## src/rtl/instr_fetch_unit_pkg.sv

```systemverilog
// ---------------------------------------------------------------------------
// instr_fetch_unit_pkg
// Shared definitions for the instruction fetch stage and its neighbours (PC
// register, decode): word width, fetch FSM state encoding, PC increment,
// reset PC and a helper that word-aligns an address.
// ---------------------------------------------------------------------------
package instr_fetch_unit_pkg;

    localparam int WORD_W = 32;

    typedef logic [WORD_W-1:0] word_t;

    typedef enum logic [1:0] {
        IDLE = 2'd0,
        REQ  = 2'd1,
        FULL = 2'd2
    } fetch_state_e;

    localparam word_t PC_INC   = 32'd4;
    localparam word_t RESET_PC = 32'h0000_0000;

    // Instructions are word aligned; the low two bits of a target are dropped.
    function automatic word_t align_word(input word_t addr);
        return {addr[WORD_W-1:2], 2'b00};
    endfunction

endpackage

```

## src/rtl/fetch_watchdog.sv

```systemverilog
// ---------------------------------------------------------------------------
// fetch_watchdog
// 8-bit saturating cycle counter with a sticky expiry flag. Counts while
// `en` is high, returns to zero on `clr`, stops at TIMEOUT. The flag sets on
// the edge where the count reaches TIMEOUT and only `rst` clears it.
//
// Ports:
//   clk      in   system clock, rising edge
//   rst      in   synchronous active-high reset
//   clr      in   clear the counter (flag unaffected)
//   en       in   count one cycle
//   expired  out  sticky, count has reached TIMEOUT
// ---------------------------------------------------------------------------
module fetch_watchdog #(
    parameter logic [7:0] TIMEOUT = 8'd255
) (
    input  logic clk,
    input  logic rst,
    input  logic clr,
    input  logic en,
    output logic expired
);

    logic [7:0] count;

    // NOTE: clocked state is written with non-blocking assignments so every
    // register samples the pre-edge values, independent of block order.
    always_ff @(posedge clk) begin
        if (rst) begin
            count   <= '0;
            expired <= 1'b0;
        end else if (clr) begin
            count <= '0;
        end else if (en && (count != TIMEOUT)) begin
            count <= count + 8'd1;
            if (count == (TIMEOUT - 8'd1)) begin
                expired <= 1'b1;
            end
        end
    end

endmodule

```

## src/rtl/instr_fetch_unit.sv

```systemverilog
// ---------------------------------------------------------------------------
// instr_fetch_unit
// Fetch stage between the PC register and decode. Requests the word at `pc`
// from a variable-latency instruction memory, captures it in the instruction
// register and hands it to decode over valid/ready. Drives `pc_next` back to
// the PC register (which loads every cycle), applies branch/jump redirects,
// flags misaligned redirect targets and runs a memory-timeout watchdog.
//
// Ports:
//   clk              in   system clock, rising edge
//   startin          in   synchronous active-high reset
//   pc               in   current PC register value
//   pc_next          out  value the PC register loads at the next edge
//   imem_req         out  memory request (high in REQ)
//   imem_addr        out  memory address (always `pc`)
//   imem_ack         in   one-cycle ack, `imem_rdata` valid with it
//   imem_rdata       in   instruction word
//   redirect         in   taken branch/jump
//   redirect_target  in   new fetch address
//   ir               out  instruction register
//   ir_pc            out  address of the instruction in `ir`
//   ir_valid         out  `ir`/`ir_pc` hold a valid instruction
//   ir_ready         in   decode accepts the instruction
//   misalign_err     out  sticky, a redirect target was not word aligned
//   fetch_timeout    out  sticky, memory did not ack within TIMEOUT cycles
// ---------------------------------------------------------------------------
module instr_fetch_unit
    import instr_fetch_unit_pkg::*;
#(
    parameter logic [7:0] TIMEOUT = 8'd255
) (
    input  logic              clk,
    input  logic              startin,
    input  logic [WORD_W-1:0] pc,
    output logic [WORD_W-1:0] pc_next,
    output logic              imem_req,
    output logic [WORD_W-1:0] imem_addr,
    input  logic              imem_ack,
    input  logic [WORD_W-1:0] imem_rdata,
    input  logic              redirect,
    input  logic [WORD_W-1:0] redirect_target,
    output logic [WORD_W-1:0] ir,
    output logic [WORD_W-1:0] ir_pc,
    output logic              ir_valid,
    input  logic              ir_ready,
    output logic              misalign_err,
    output logic              fetch_timeout
);

    fetch_state_e state;
    logic         in_req;
    logic         fetch_done;

    assign in_req     = (state == REQ);
    // An ack that coincides with a redirect is dropped.
    assign fetch_done = in_req && imem_ack && !redirect;

    assign imem_addr = pc;

    // NOTE: every output of this block is given a default first, so no path
    // leaves it unassigned and no latch is inferred.
    always_comb begin
        imem_req = in_req;
        pc_next  = pc;
        if (!startin) begin
            if (redirect) begin
                pc_next = align_word(redirect_target);
            end else if (fetch_done) begin
                pc_next = pc + PC_INC;
            end
        end
    end

    always_ff @(posedge clk) begin
        if (startin) begin
            state        <= IDLE;
            ir           <= '0;
            ir_pc        <= '0;
            ir_valid     <= 1'b0;
            misalign_err <= 1'b0;
        end else if (redirect) begin
            // A transfer in FULL with ir_ready in this cycle still counts;
            // decode is responsible for squashing it.
            state    <= REQ;
            ir_valid <= 1'b0;
            if (redirect_target[1:0] != 2'b00) begin
                misalign_err <= 1'b1;
            end
        end else begin
            case (state)
                IDLE: state <= REQ;
                REQ: begin
                    if (imem_ack) begin
                        ir       <= imem_rdata;
                        ir_pc    <= pc;
                        ir_valid <= 1'b1;
                        state    <= FULL;
                    end
                end
                FULL: begin
                    if (ir_ready) begin
                        ir_valid <= 1'b0;
                        state    <= REQ;
                    end
                end
                default: state <= IDLE;
            endcase
        end
    end

    // The counter runs only while waiting in REQ; ack, redirect or being in
    // any other state restarts it from zero.
    fetch_watchdog #(
        .TIMEOUT (TIMEOUT)
    ) u_watchdog (
        .clk     (clk),
        .rst     (startin),
        .clr     (!in_req || imem_ack || redirect),
        .en      (in_req),
        .expired (fetch_timeout)
    );

endmodule

```

## config.mk

```make
export PLATFORM = sky130hd
export DESIGN_NAME = instr_fetch_unit
export DESIGN_NICKNAME = d
export VERILOG_FILES = /design/src/rtl/instr_fetch_unit_pkg.sv /design/src/rtl/fetch_watchdog.sv /design/src/rtl/instr_fetch_unit.sv
export SDC_FILE = /design/constraint.sdc
export NUM_CORES = 1
export LEC_CHECK = 0
export ABC_AREA = 0
export ABC_CLOCK_PERIOD_IN_PS = 3810
export CORE_MARGIN = 2
export CORE_UTILIZATION = 40
export CTS_BUF_LIST = sky130_fd_sc_hd__clkbuf_8
export DETAILED_ROUTE_END_ITERATION = 12
export PLACE_DENSITY_LB_ADDON = 0.25
export SLEW_MARGIN = 20
export SYNTH_ARGS = -nofsm -noshare
export SYNTH_HDL_FRONTEND = slang
export SYNTH_SLANG_ARGS = --single-unit
```

## constraint.sdc

```tcl
create_clock -name clk -period 3.81 [get_ports clk]
set_input_delay 1.143 -clock clk [delete_from_list [all_inputs] [get_ports clk]]
set_output_delay 1.143 -clock clk [all_outputs]
set_load 0.05 [all_outputs]
```

==> run metrics <==
worst-path fanout max 4; nets ~1000; peak supply drop 0.175 mV; final setup margin -0.0822 ns; wire length per cell about 18 µm; Worst setup SP type input port; Tot GR Track Use 29.4%; Area contributors post-synth dfxtp_1 34%, nand2_1 12%, a21oi_1 8.5%; global route overflow 0; slew margin rel. 61.7%; largest net degree at the start of global routing 44; Leakage 3.44 nW; Clk pin slew, worst setup/hold paths roughly 0.080 ns; DRC viols 0; WHS 0.453 ns; CTS Hold Bufs 0; CP required 2.67 ns; class of the worst hold path register to register; ys flop type dfxtp_1; Avg Inst Size Synth 7.40 µm²; CTS buffer count 9; clock skew 0.00830 ns; clk buf depth 2; H-Tree Depth 3; Fin. Hold Viols 0; Mapped Nets 722; Worst Tran Pin Value 0.570 ns; share of cells above drive strength 1 31.8%; clk_lat worst skew 0.35 ns; crit end category output port; CP arrival 2.75 ns; Via Count a little under 6000; final count of pins violating max slew 0; DP HPWL 13300 µm; initial DRC count 412; Synth top area share 34.0%; synth warn 0; CTS tree built; P&R area growth vs syn 91.1%; fin util ~79%; initial core utilization approximately two fifths; Port-buffer cells 232; remaining antenna violation count 0; max-cap check violation count 0; initial antenna violation count 0; Tcrit/Tclk final 102%; routed wire length between 15000 and 20000 µm; total power 0.00240 W; dpl cells about 1000; outcome finished with violations; Period minus WS final 3.89 ns; Post-Synthesis Cells 613; first-pass GRT wire length 29700 µm; Final GP Congestion 0.863; total die area 12200 µm²; met3 WL 1250 µm; leading area contributor after synthesis dfxtp_1; clk root buf clkbuf_8; ys async rst share 0%; top layer reached by signal wires met4; DR WL met2 9560 µm; number of synthesized flops with an enable pin 0; Core ar. 10900 µm²; Vias/cell approximately 5.6; number of cell rows 38; Die Wd 110 µm; vias in the first global route 5833; Antenna Cells 0; worst setup path category input port to output port; highest-count cells in the layout ignoring fill and taps 140 x nand2_1, 136 x clkdlybuf4s50_1, 114 x buf_4, 77 x dfxtp_1, 76 x a21oi_1; io pins 233; Setup TNS -0.130 ns; leading cell type in the layout, fill and taps excluded nand2_1; Max Freq roughly 0.26 GHz; #FFs+latches synth 77; PwrDens 277 nW/µm²; Die Height 110 µm; failing checks negative setup slack; RSZ-0062 raised after global routing true; Layout Cells excl Fill 1036; TritonRoute pass-1 iters 6; clock sinks 77; Unique masters post-synth between 60 and 70; Setup violations, final 6; met1 WL 7200 µm; Syn Std Cell Area 4540 µm²; sequential area share after synthesis 34.0%
-- synth_stat cells (4+ instances only) --
cell / count
nand2_1: 143
a21oi_1: 77
dfxtp_1: 77
buf_4: 34
clkbuf_1: 34
nor2_1: 26
inv_1: 18
nand4_1: 16
nor3_1: 16
nand3_1: 13
a22oi_1: 10
a311oi_1: 10
o21ai_0: 10
ha_1: 8
and3_1: 7
and4_1: 7
buf_1: 6
o22a_1: 6
a211oi_1: 5
a311o_1: 5
and2_1: 5
buf_2: 5
o22ai_1: 5
or3_1: 5
or4_1: 5
a31oi_1: 4
nor4_1: 4
-- registers in the layout, summed over array words and instances, names as in the netlist --
signal and flops:
state 2, ir_pc 32, u_watchdog.count 8, ir_valid 1, ir 32, u_watchdog.expired 1
misalign_err 1
-- routing by layer --
metal,global-route usage (%),vias to the layer above
li1,-,2711
met1,34.6,2767
met2,51.3,269
met3,7.03,45
met4,11.7,0
met5,0,-
-- logic make-up (layout without fill, tap and decap cells) --
logic type	after synthesis	after routing	synth area share, %
AO/OA/AOI/OAI	157	157	22.6
XOR/XNOR	3	3	0.579
adder cells (fa/ha/maj)	8	8	2.21
buffers and inverters	99	382	11.3
flip-flops	77	77	34.0
multiplexers	2	2	0.469
AND/OR/NAND/NOR	267	267	28.8
-- final timing paths --
| path | start | end | slack [ns] | depth (start not counted) |
|---|---|---|---|---|
| setup / recovery | redirect | pc_next[11] | -0.08 | 7 |
| hold / removal | ir_pc[30]$_SDFFE_PP0P_ | ir_pc[30]$_SDFFE_PP0P_ | 0.45 | 2 |
| setup reg to reg | state[1]$_SDFFE_PP0P_ | state[0]$_SDFFE_PP0P_ | 1.68 | 7 |
| hold reg to reg | ir_pc[30]$_SDFFE_PP0P_ | ir_pc[30]$_SDFFE_PP0P_ | 0.45 | 2 |
-- where the power goes --
group	switching, W	total [W]	leakage (nW)	internal, W
Sequential	0.0000140	0.000843	0.624	0.000829
Clock	0.000319	0.000619	0.0992	0.000299
Combinational	0.000528	0.000940	2.71	0.000412
Total	0.000861	0.00240	3.44	0.00154
-- area by class of cell --
type / count / area (µm²)
fill: 736 / 2270
clock buffer: 9 / 124
clock inverter: 6 / 62.6
timing repair buffer: 349 / 3730
sequential: 77 / 1540
tap: 140 / 175
multi-input combinational: 437 / 2970
inverter: 18 / 67.6
-- worst max-delay path: stages --
cell	delay [ns]
buf_8	0.10
nand3b_1	0.21
buf_4	0.18
buf_6	0.12
or4_4	0.53
o311ai_4	0.29
buf_12	0.18
-- metrics by stage --
step                      cell area [µm²]  setup WS, ns
after floorplan                      4720        -0.187
after global placement               7980        -0.459
after detailed placement             7980        -0.513
after CTS                            8490       -0.0438
after global routing                 8670        -0.118
final                                8670       -0.0822
-- timing repair --
item / in CTS / in global routing
gates cloned: 1 / 0
setup buffers: 13 / 6
pin swaps: 33 / 28
gates resized for setup: 118 / 47
setup endpoints to repair: 30 / 23
(Power assumes the default switching activity.)
